===== config.mk =====
export PLATFORM = sky130hd
export DESIGN_NAME = timex_paging_ctrl
export DESIGN_NICKNAME = d
export VERILOG_FILES = /design/src/rtl/timex_if_pkg.sv /design/src/rtl/timex_bus_sync.sv /design/src/rtl/timex_paging_ctrl.sv
export SDC_FILE = /design/constraint.sdc
export NUM_CORES = 1
export LEC_CHECK = 0
export CAP_MARGIN = 20
export CORE_AREA = 5 5 47 80
export CTS_CLUSTER_DIAMETER = 60
export DETAILED_ROUTE_END_ITERATION = 7
export DIE_AREA = 0 0 52 85
export HOLD_SLACK_MARGIN = 0.02
export MAX_ROUTING_LAYER = met4
export PLACE_DENSITY = 0.71
export SLEW_MARGIN = 30
export SYNTH_ARGS = -nofsm -noshare
export SYNTH_HDL_FRONTEND = slang
export SYNTH_SLANG_ARGS = --single-unit

===== constraint.sdc =====
create_clock -name clk -period 2 [get_ports clk]
set_input_delay 0.2 -clock clk [delete_from_list [all_inputs] [get_ports clk]]
set_output_delay 0.2 -clock clk [all_outputs]
set_load 0.05 [all_outputs]

===== src/rtl/timex_if_pkg.sv =====
// Shared types, control-register layout and default decode constants for the
// Timex FDD paging controller.
package timex_if_pkg;

    typedef enum logic {
        PG_OUT = 1'b0,
        PG_IN  = 1'b1
    } page_state_t;

    localparam int CTRL_TRAP_EN = 0;
    localparam int CTRL_FORCE   = 1;
    localparam int CTRL_RAM_WP  = 2;

    localparam logic [7:0] CTRL_RESET   = 8'h01;
    localparam logic [7:0] CTRL_WR_MASK = 8'h07;

    localparam logic [31:0] DEF_TRAP_ADDRS = 32'h0008_0000;
    localparam logic [15:0] DEF_PO_ADDR    = 16'h0604;
    localparam logic [15:0] DEF_PO_MASK    = 16'hFFFC;
    localparam logic [7:0]  DEF_DATA_PORT  = 8'h3F;
    localparam logic [7:0]  DEF_CTRL_PORT  = 8'h3E;
    localparam logic [7:0]  DEF_IO_MASK    = 8'h3F;

    function automatic logic io_match(input logic [7:0] addr,
                                      input logic [7:0] port,
                                      input logic [7:0] mask);
        return ((addr & mask) == (port & mask));
    endfunction

endpackage


===== src/rtl/timex_bus_sync.sv =====
// Multi-stage synchroniser for asynchronous active-low bus strobes, with
// rise/fall detection on the final stage.
module timex_bus_sync #(
    parameter int STAGES = 2,
    parameter int WIDTH  = 3
) (
    input  logic             clk,
    input  logic             rst,
    input  logic [WIDTH-1:0] async_in,
    output logic [WIDTH-1:0] sync_out,
    output logic [WIDTH-1:0] fall,
    output logic [WIDTH-1:0] rise
);

    logic [STAGES-1:0][WIDTH-1:0] stage_q;
    logic [STAGES-1:0][WIDTH-1:0] stage_d;
    logic [WIDTH-1:0]             last_q;
    logic [WIDTH-1:0]             last_d;

    // Shift chain; last_q holds the previous final-stage value for edge detection.
    always_comb begin
        stage_d[0] = async_in;
        for (int i = 1; i < STAGES; i++) begin
            stage_d[i] = stage_q[i-1];
        end
        last_d = stage_q[STAGES-1];
    end

    // Strobes idle high, so reset to all ones: no spurious edge leaves reset.
    always_ff @(posedge clk or posedge rst) begin
        if (rst) begin
            stage_q <= '1;
            last_q  <= '1;
        end else begin
            stage_q <= stage_d;
            last_q  <= last_d;
        end
    end

    assign sync_out = stage_q[STAGES-1];
    assign fall     = last_q & ~stage_q[STAGES-1];
    assign rise     = ~last_q & stage_q[STAGES-1];

endmodule


===== src/rtl/timex_paging_ctrl.sv =====
// Timex FDD paging/decode controller: synchronised bus sampling, trap/page-out
// FSM, CPU control register and combinational chip-select/I-O decode.
module timex_paging_ctrl
    import timex_if_pkg::*;
#(
    parameter int                      SYNC_STAGES = 2,
    parameter int                      NUM_TRAPS   = 2,
    parameter logic [16*NUM_TRAPS-1:0] TRAP_ADDRS  = DEF_TRAP_ADDRS,
    parameter logic [15:0]             PO_ADDR     = DEF_PO_ADDR,
    parameter logic [15:0]             PO_MASK     = DEF_PO_MASK,
    parameter logic [7:0]              DATA_PORT   = DEF_DATA_PORT,
    parameter logic [7:0]              CTRL_PORT   = DEF_CTRL_PORT,
    parameter logic [7:0]              IO_MASK     = DEF_IO_MASK
) (
    input  logic        clk,
    input  logic        rst,
    input  logic [15:0] a,
    input  logic        n_mreq,
    input  logic        n_iorq,
    input  logic        n_rd,
    input  logic        n_wr,
    input  logic        n_m1,
    input  logic [7:0]  d_in,
    output logic [7:0]  d_out,
    output logic        d_oe,
    output logic        n_zx_romcs,
    output logic        n_rom_cs,
    output logic        n_ram_cs,
    output logic        ls273_stb,
    output logic        n_ls244,
    output logic        paged,
    output logic        trap_pulse
);

    logic [2:0] async_s;
    logic [2:0] sync_s;
    logic [2:0] fall_s;
    logic [2:0] rise_s;

    assign async_s = {n_wr, n_iorq, n_mreq};

    timex_bus_sync #(
        .STAGES(SYNC_STAGES),
        .WIDTH (3)
    ) u_bus_sync (
        .clk     (clk),
        .rst     (rst),
        .async_in(async_s),
        .sync_out(sync_s),
        .fall    (fall_s),
        .rise    (rise_s)
    );

    logic mreq_fall_s;
    logic mreq_rise_s;
    logic iowr_n_s;
    logic iowr_fall_s;
    logic unused_sync_s;

    assign mreq_fall_s   = fall_s[0];
    assign mreq_rise_s   = rise_s[0];
    assign iowr_n_s      = sync_s[1] | sync_s[2];
    assign unused_sync_s = ^{sync_s[0], fall_s[2:1], rise_s[2:1]};

    page_state_t state_q, state_d;
    logic [15:0] cyc_addr_q, cyc_addr_d;
    logic        cyc_m1_q, cyc_m1_d;
    logic [7:0]  ctrl_q, ctrl_d;
    logic        iowr_prev_q, iowr_prev_d;
    logic        trap_pulse_q, trap_pulse_d;

    assign iowr_fall_s = iowr_prev_q & ~iowr_n_s;

    logic ctrl_match_s;
    logic data_match_s;

    assign ctrl_match_s = io_match(a[7:0], CTRL_PORT, IO_MASK);
    assign data_match_s = io_match(a[7:0], DATA_PORT, IO_MASK);

    // Address and M1 are captured at the start of the cycle; the FSM acts on them at its end.
    always_comb begin
        cyc_addr_d  = cyc_addr_q;
        cyc_m1_d    = cyc_m1_q;
        iowr_prev_d = iowr_n_s;
        if (mreq_fall_s) begin
            cyc_addr_d = a;
            cyc_m1_d   = n_m1;
        end else begin
            cyc_addr_d = cyc_addr_q;
            cyc_m1_d   = cyc_m1_q;
        end
    end

    // Control register write from the CPU on the synchronised I/O write edge.
    always_comb begin
        ctrl_d = ctrl_q;
        if (iowr_fall_s && ctrl_match_s) begin
            ctrl_d = d_in & CTRL_WR_MASK;
        end else begin
            ctrl_d = ctrl_q;
        end
    end

    logic [NUM_TRAPS-1:0] trap_hit_vec_s;

    for (genvar i = 0; i < NUM_TRAPS; i++) begin : g_trap
        assign trap_hit_vec_s[i] = (cyc_addr_q == TRAP_ADDRS[16*i +: 16]);
    end

    logic po_hit_s;
    logic m1_trap_s;
    logic m1_po_s;
    logic force_s;

    assign po_hit_s  = ((cyc_addr_q & PO_MASK) == (PO_ADDR & PO_MASK));
    assign m1_trap_s = mreq_rise_s & ~cyc_m1_q & ctrl_q[CTRL_TRAP_EN] & (|trap_hit_vec_s);
    assign m1_po_s   = mreq_rise_s & ~cyc_m1_q & po_hit_s;
    assign force_s   = ctrl_q[CTRL_FORCE];

    // Page FSM: each state only looks at its own exit condition, which gives the required priority.
    always_comb begin
        state_d      = state_q;
        trap_pulse_d = 1'b0;
        case (state_q)
            PG_OUT: begin
                if (force_s || m1_trap_s) begin
                    state_d      = PG_IN;
                    trap_pulse_d = 1'b1;
                end else begin
                    state_d = PG_OUT;
                end
            end
            PG_IN: begin
                if (!force_s && m1_po_s) begin
                    state_d = PG_OUT;
                end else begin
                    state_d = PG_IN;
                end
            end
            default: begin
                state_d = PG_OUT;
            end
        endcase
    end

    // State and control registers.
    always_ff @(posedge clk or posedge rst) begin
        if (rst) begin
            state_q      <= PG_OUT;
            cyc_addr_q   <= 16'h0000;
            cyc_m1_q     <= 1'b1;
            ctrl_q       <= CTRL_RESET;
            iowr_prev_q  <= 1'b1;
            trap_pulse_q <= 1'b0;
        end else begin
            state_q      <= state_d;
            cyc_addr_q   <= cyc_addr_d;
            cyc_m1_q     <= cyc_m1_d;
            ctrl_q       <= ctrl_d;
            iowr_prev_q  <= iowr_prev_d;
            trap_pulse_q <= trap_pulse_d;
        end
    end

    logic mem_act_s;
    logic io_act_s;
    logic ram_wr_block_s;

    // Decode uses the raw bus so selects track the current access with no sync delay.
    assign mem_act_s      = ~rst & ~n_mreq & paged;
    assign io_act_s       = ~rst & ~n_iorq;
    assign ram_wr_block_s = ctrl_q[CTRL_RAM_WP] & ~n_wr;

    assign paged      = (state_q == PG_IN);
    assign trap_pulse = trap_pulse_q;
    assign d_out      = ctrl_q;
    assign n_zx_romcs = ~paged;
    assign n_rom_cs   = ~(mem_act_s & (a[15:13] == 3'b000));
    assign n_ram_cs   = ~(mem_act_s & (a[15:13] == 3'b001) & ~ram_wr_block_s);
    assign ls273_stb  = io_act_s & ~n_wr & data_match_s;
    assign n_ls244    = ~(io_act_s & ~n_rd & data_match_s);
    assign d_oe       = io_act_s & ~n_rd & ctrl_match_s;

endmodule

After elaboration in Yosys (flattened, before gate mapping)
Index checks and enable logic that the tools add are counted.
{ "totals": {"register_bits": 30, "inputBits": 31, "output_inout_bits": 16, "wordCells": 59} }
{ "classes": {"n_eq_ne": 5, "n_mux": 4, "n_bitwise": 34, "n_reduce_logical": 7} }
{ "ops": {"columns": ["cell", "count"], "rows": [
  ["1-bit AND", 19],
  ["16-bit by 4-bit == test with 1-bit output (second input constant)", 1],
  ["16-bit zero test", 1],
  ["14-bit by 9-bit == test with 1-bit output (second input constant)", 1],
  ["1-bit NOT", 14],
  ["6-bit == test (second input constant)", 2],
  ["3-bit by 1-bit == test with 1-bit output (second input constant)", 1],
  ["3-bit zero test", 1],
  ["1-bit 2-to-1 mux", 3],
  ["1-bit logical AND", 2],
  ["1-bit case mux with 2 select lines", 1],
  ["2-bit OR reduction", 1],
  ["1-bit zero test", 1],
  ["1-bit logical OR", 1],
  ["1-bit bitwise OR", 1]
]} }

Depth between registers and ports, before layout
{ "depth": {"depth_word": 8, "mapped_depth": 4, "depth_no_buf": 4} }

Hierarchy
Synthesis repeated with hierarchy kept, for this count alone.
{ "hier_totals": {"hier_cells": 95, "hier_area_um2": 1322.5} }
{ "modules_own_cells": {"columns": ["mod", "instances", "cells_per_inst", "area_each_um2", "seq_area_each_um2"], "rows": [
  ["timex_paging_ctrl", 1, 79, 1029.7, 579.3],
  ["timex_bus_sync", 1, 16, 292.8, 236.5]
]} }

Worst setup path before layout
OpenSTA, ideal clock, no wires.
{ "synth_path": {"path_type": "input -> output", "from": "input a[5]", "to": "output d_oe", "arrival_time_ns": 2.090, "t_required_ns": 1.800, "path_slack_ns": -0.290, "stages": 3, "n_path_buf": 0, "cell_sequence": "nand2_1 or3_4 nor4_1"} }
{ "synth_between": {"elab_chain_cells": 2} }
{ "synth_lines": {"columns": ["element", "line", "text"], "rows": [
  ["start: declaration", "timex_paging_ctrl.sv:17", "input logic [15:0] a,"],
  ["6-bit == test", "timex_if_pkg.sv:27", "return ((addr & mask) == (port & mask));"],
  ["1-bit AND", "timex_paging_ctrl.sv:182", "assign d_oe = io_act_s & ~n_rd & ctrl_match_s;"],
  ["end: declaration", "timex_paging_ctrl.sv:25", "output logic d_oe,"]
]} }
No other way between the ends.

Worst setup path in the final report
{ "layout_path": {"from": "register state_q, in the netlist paged", "to": "output n_zx_romcs"} }
{ "layout_between": {"elab_chain_cells": 1} }
{ "layout_lines": {"columns": ["element", "line", "text"], "rows": [
  ["start: declaration", "timex_paging_ctrl.sv:65", "page_state_t state_q, state_d;"],
  ["start signal: assignment", "timex_paging_ctrl.sv:156", "state_q <= state_d;"],
  ["1-bit NOT", null, null],
  ["end: declaration", "timex_paging_ctrl.sv:26", "output logic n_zx_romcs,"]
]} }
No other way between the ends.

==> summary.md <==
| Metric | Value |
|---|---|
| Share of layout cells above drive strength 1 | `37.04%` |
| Clock Path Buffers | `2` |
| Yosys reg bits | `30` |
| Total GRT Usage | `13.89%` |
| Initial antenna violation count | `0` |
| Relative slew slack | `56.31%` |
| Post-route DRC | `0` |
| I/O pin count | `47` |
| Initial Utilization | `40.29%` |
| CP Max Fanout | `6` |
| Routed WL | `2.573 mm` |
| Endpoint class of the critical path | `primary output` |
| Die height | `85 um` |
| Final HPWL DP | `2.023 mm` |
| Worst hold path class | `flop to flop` |
| Post-route minimum period | `1861 ps` |
| Area growth syn-to-layout | `42.02%` |
| Crit path launch | `paged$_DFF_PP0_` |
| Root Buffer | `clkbuf_8` |
| Post-route cell area | `0.001759 mm2` |
| Status | `completed` |
| Multi-input logic area | `436.7 um2` |
| Post-Synthesis Cells | `91` |
| Vias in the first global route | `892` |
| DR vias | `827` |
| First DRT Iteration DRCs | `11` |
| Max frequency | `537.3 MHz` |
| Final Cycle Share | `93.06%` |
| IO buf count | `36` |
| Width of the die | `52 um` |
| Synth cell types | `24` |
| Diodes inserted | `0` |
| RSZ-0062 raised after global routing | `false` |
| Core Area | `0.003074 mm2` |
| PostCTS Resize Cnt | `0` |
| Die area | `0.004420 mm2` |
| RD Place Congestion | `0.7709` |
| End of the critical path | `n_zx_romcs` |
| Drt first pass iters | `4` |
| Avg Cell Area, Syn | `13.61 um2` |
| Largest net degree at the start of global routing | `19` |
| Setup violators final | `0` |
| WP data arrival | `1660 ps` |
| Row count | `27` |
| DR vias/cell | `4.646` |
| Clock sinks | `30` |
| Reg2reg end | `trap_pulse$_DFF_PP0_` |
| Setup CP Type | `flop to primary output` |
| Max Slew Vio Count | `0` |
| Power Density | `857.6 mW/mm2` |
| Hold Violations, Final | `0` |
| Clk_lat worst skew | `280 ps` |
| Max-cap violations | `0` |
| Clk_skew | `4.149 ps` |
| Postcts setup bufs | `0` |
| Antenna Nets Post-Route | `0` |
| Hold Buf Count CTS | `0` |
| Worst reg-to-reg path cell count | `4` |
| Nets | `165` |
| Cell Area, Placed | `0.001668 mm2` |
| Total CTS buffers | `5` |
| CP Launch Type | `flop` |
| Clock slew at reported path FFs | `60 ps` |
| Register Area | `763.2 um2` |
| Leak pwr | `0.7092 nW` |
| R2R Setup Slk | `480 ps` |
| Synth warn | `0` |
| Fill cell count | `275` |
| CTS tree | `built` |
| Post-Synthesis Cell Area | `0.001239 mm2` |
| First-pass GRT wire length | `4.271 mm` |
| Peak supply drop | `0.0006390 V` |
| CP required | `1800 ps` |
| Sequential share of the synthesized area | `61.62%` |
| Worst Hold Depth | `0` |
| Worst-Margin Slew | `654.7 ps` |
| Overflow after GRT | `0` |
| DR WL/cell | `14.46 um` |
| Startpoint of the worst register-to-register path | `u_bus_sync.sync_out[0]$_DFF_PP1_` |
| H-tree depth | `2` |
| Final TNS setup | `0 ps` |
-- synthesized netlist by cell type --
cell | count | share of area, %
a31oi_1 | 1 | 0.51
nand3_1 | 1 | 0.40
nor2_1 | 2 | 0.61
dfrtp_1 | 20 | 40
or4_1 | 1 | 0.61
inv_1 | 5 | 1.5
a21oi_1 | 1 | 0.40
nand2_1 | 5 | 1.5
buf_2 | 2 | 0.81
mux2_2 | 20 | 18
dfstp_2 | 10 | 21
nand3b_1 | 2 | 1.2
nor3_1 | 1 | 0.40
or3_4 | 1 | 0.91
nor3_4 | 1 | 1.3
conb_1 | 1 | 0.30
o2111ai_1 | 1 | 0.71
nor4_1 | 6 | 3.0
nor2b_1 | 1 | 0.51
or3_1 | 1 | 0.51
buf_4 | 5 | 3.0
or2_2 | 1 | 0.51
nor4b_1 | 1 | 0.71
nand4b_1 | 1 | 0.71
-- state kept, by name, summed over array words and instances (netlist names) --
name / flops
cyc_addr_q: 16
cyc_m1_q: 1
d_out: 3
iowr_prev_q: 1
paged: 1
trap_pulse: 1
u_bus_sync.last_q: 1
u_bus_sync.stage_d: 3
u_bus_sync.sync_out: 3
-- report_power, final --
part           total, mW  switching (mW)  internal (mW)
logic              0.283           0.151          0.132
clock network      0.496           0.219          0.277
registers          0.730          0.0439          0.686
total               1.51           0.414           1.10
-- per-stage QoR --
stage	util [%]	worst slack [ps]	std cells	hold slack, ps	power, mW
after floorplan	-	247.3	95	204.5	0.9089
after global placement	54.25	130.1	170	346.8	1.015
after detailed placement	54.25	104.1	170	347.5	1.026
after CTS	57.22	123.7	178	356.5	1.524
after global routing	57.22	80.45	178	359.0	1.582
final	57.22	138.9	178	356.0	1.509
-- placed cells by master (no fill, tap or decap) --
master	synthesis	layout
or4_1	1	1
nor4_1	6	4
nor2b_1	1	1
nor4b_1	1	1
dfrtp_1	20	20
nand3_1	1	1
or3_1	1	1
buf_12	0	2
nor3_1	1	1
clkbuf_8	0	6
a31oi_1	1	1
clkbuf_1	0	1
mux2_2	20	20
nor4_2	0	2
dfstp_2	10	10
clkdlybuf4s50_1	0	31
a21oi_1	1	1
clkinv_2	0	1
or2_2	1	1
nor3_4	1	1
nand4b_1	1	1
or3_4	1	1
inv_1	5	5
nand2_1	5	5
nand3b_1	2	2
nor2_1	2	2
o2111ai_1	1	1
conb_1	1	5
buf_4	5	6
-- area by class of cell --
type,instances,share of cell area (%)
sequential,30,43.39
multi-input combinational,53,24.82
timing repair buffer,39,22.48
clock buffer,7,4.908
tap,43,3.058
inverter,5,1.067
clock inverter,1,0.2845
-- per-layer routing --
layer  track usage (%)  part of all wire, %
met1             13.85                   35
met5                 -                    0
met2             22.22                   56
met3             5.097                  6.5
met4             8.592                  2.8
-- worst min-delay path by stage --
stage	from	end
after global routing	n_mreq	u_bus_sync.stage_d[3]$_DFF_PP1_
final	u_bus_sync.stage_d[5]$_DFF_PP1_	u_bus_sync.sync_out[2]$_DFF_PP1_
after detailed placement	u_bus_sync.stage_d[5]$_DFF_PP1_	u_bus_sync.sync_out[2]$_DFF_PP1_
after global placement	u_bus_sync.stage_d[4]$_DFF_PP1_	u_bus_sync.sync_out[1]$_DFF_PP1_
after CTS	u_bus_sync.stage_d[5]$_DFF_PP1_	u_bus_sync.sync_out[2]$_DFF_PP1_
after floorplan	n_mreq	u_bus_sync.stage_d[3]$_DFF_PP1_
-- critical path: stages (launching register included) --
cell,delay (ps)
dfrtp_1,450
inv_1,120
clkdlybuf4s50_1,810
-- cell families after synthesis --
family	after synthesis	share of synthesized area (%)
AO/OA/AOI/OAI	3	1.616
buffers and inverters	12	5.354
flip-flops	30	61.62
multiplexers	20	18.18
other	1	0.3027
AND/OR/NAND/NOR	25	12.93
Power figures use the tool's default switching activity.
==> edit (config.mk and constraints unchanged) <==
Set the parameter `SYNC_STAGES` to 1 (it was 2).
--- a/src/rtl/timex_paging_ctrl.sv
+++ b/src/rtl/timex_paging_ctrl.sv
@@ -3,7 +3,7 @@
 module timex_paging_ctrl
     import timex_if_pkg::*;
 #(
-    parameter int                      SYNC_STAGES = 2,
+    parameter int                      SYNC_STAGES = 1,
     parameter int                      NUM_TRAPS   = 2,
     parameter logic [16*NUM_TRAPS-1:0] TRAP_ADDRS  = DEF_TRAP_ADDRS,
     parameter logic [15:0]             PO_ADDR     = DEF_PO_ADDR,
Behaviour: not the same (Yosys sat finds a counterexample within 4 cycles, from zero or initial values and one cycle with rst high).
==> edit against the original RTL <==
Design area is 6.9% lower. Clock skew hardly changed. Total power is 17% lower. Non-clock buffer count is 1 higher. Count of clock-buffer cells in the layout is 4 lower. Sequential cell count is 3 lower. Combinational power is 5% higher. Setup slack better by 0.036 ns. Area after synthesis is 6.7% lower. Routed wire length is 9.4% lower.
==> edit: results (changes against the original RTL) <==
metric;value;unit;change
status;complete, no violations;;
grt_usage;0.121;;-0.0175
ys_seq_area_frac;0.592;;-0.0242
fill_cells;286;;+4.0%
h-tree-depth;1;;-1
avgSynthCellArea;13.3;um2;-2.4%
worstMarginPinSlew;0.507;ns;-0.147 ns
final_cells;171;;-3.9%
p_leak;0.673;nW;-5.1%
holdWs;0.349;ns;-0.00652 ns
synth_area_leaders;dfrtp_1, mux2_2, dfstp_2;;
drive_above_1_share;0.359;;-0.0110
post-place-ws;0.201;ns;+0.0966 ns
drtIter0Drc;6;;-5
gp_congestion;0.747;;-3.2%
dp_hpwl;1960;um;-2.9%
worstPathMaxFanout;3;;-3
ir_drop;0.000563;V;-12%
fin_nets;160;;-3.0%
clk_pin_slew;0.09;ns;+0.03 ns
wl_per_cell;13.6;um;-5.7%
viasPerCell;4.77;;+2.6%
regArea;686;um2;-10%
first_pass_iters;3;;-1
synthTopCellsByCount;dfrtp_1, mux2_2, dfstp_2;;
numCtsBuffers;3;;-2
grt_pass1_vias;942;;+5.6%
cp-startpoint;d_out[0]$_DFFE_PP1P_;;
## edit: final cells by class
type | instances | share of cell area
multi-input combinational | 54 | 0.267
sequential | 27 | 0.419
timing repair buffer | 40 | 0.246
tap | 43 | 0.0328
clock inverter | 1 | 0.00306
inverter | 3 | 0.00688
clock buffer | 3 | 0.0252
## edit: cell families (layout without fill, tap and decap cells)
logic type,count (synthesis),in the layout,share of synthesized area
mux,20,20,0.195
buf+inv,10,47,0.0509
simple gates,27,27,0.147
compound gates,2,2,0.0119
other cells,1,5,0.00324
flops,27,27,0.592
## edit: final timing paths
path	endpoint	cells past startpoint	slack (ns)
max in group asynchronous	u_bus_sync.last_q[0]$_DFF_PP1_	3	1.36
hold / removal	cyc_addr_q[0]$_DFFE_PP0P_	3	0.35
setup reg to reg	d_out[1]$_DFFE_PP0P_	4	0.56
hold reg to reg	u_bus_sync.last_q[0]$_DFF_PP1_	0	0.38
setup / recovery	d_out[0]	1	0.17
min in group clk	u_bus_sync.sync_out[0]$_DFF_PP1_	1	0.38
## edit: report_power, final
group          internal (mW)  leakage [nW]  switching, mW  total (mW)
Combinational          0.140         0.336          0.156       0.296
Clock                  0.139        0.0255          0.159       0.298
Sequential             0.621         0.312         0.0438       0.665
Total                  0.900         0.673          0.359        1.26
## edit: routing by layer
| metal | GRT usage | vias up | share of wire |
|---|---|---|---|
| li1 | - | 377 | - |
| met1 | 0.130 | 404 | 0.37 |
| met2 | 0.214 | 30 | 0.57 |
| met3 | 0.0193 | 4 | 0.047 |
| met4 | 0.0477 | 0 | 0.012 |
| met5 | - | - | 0 |
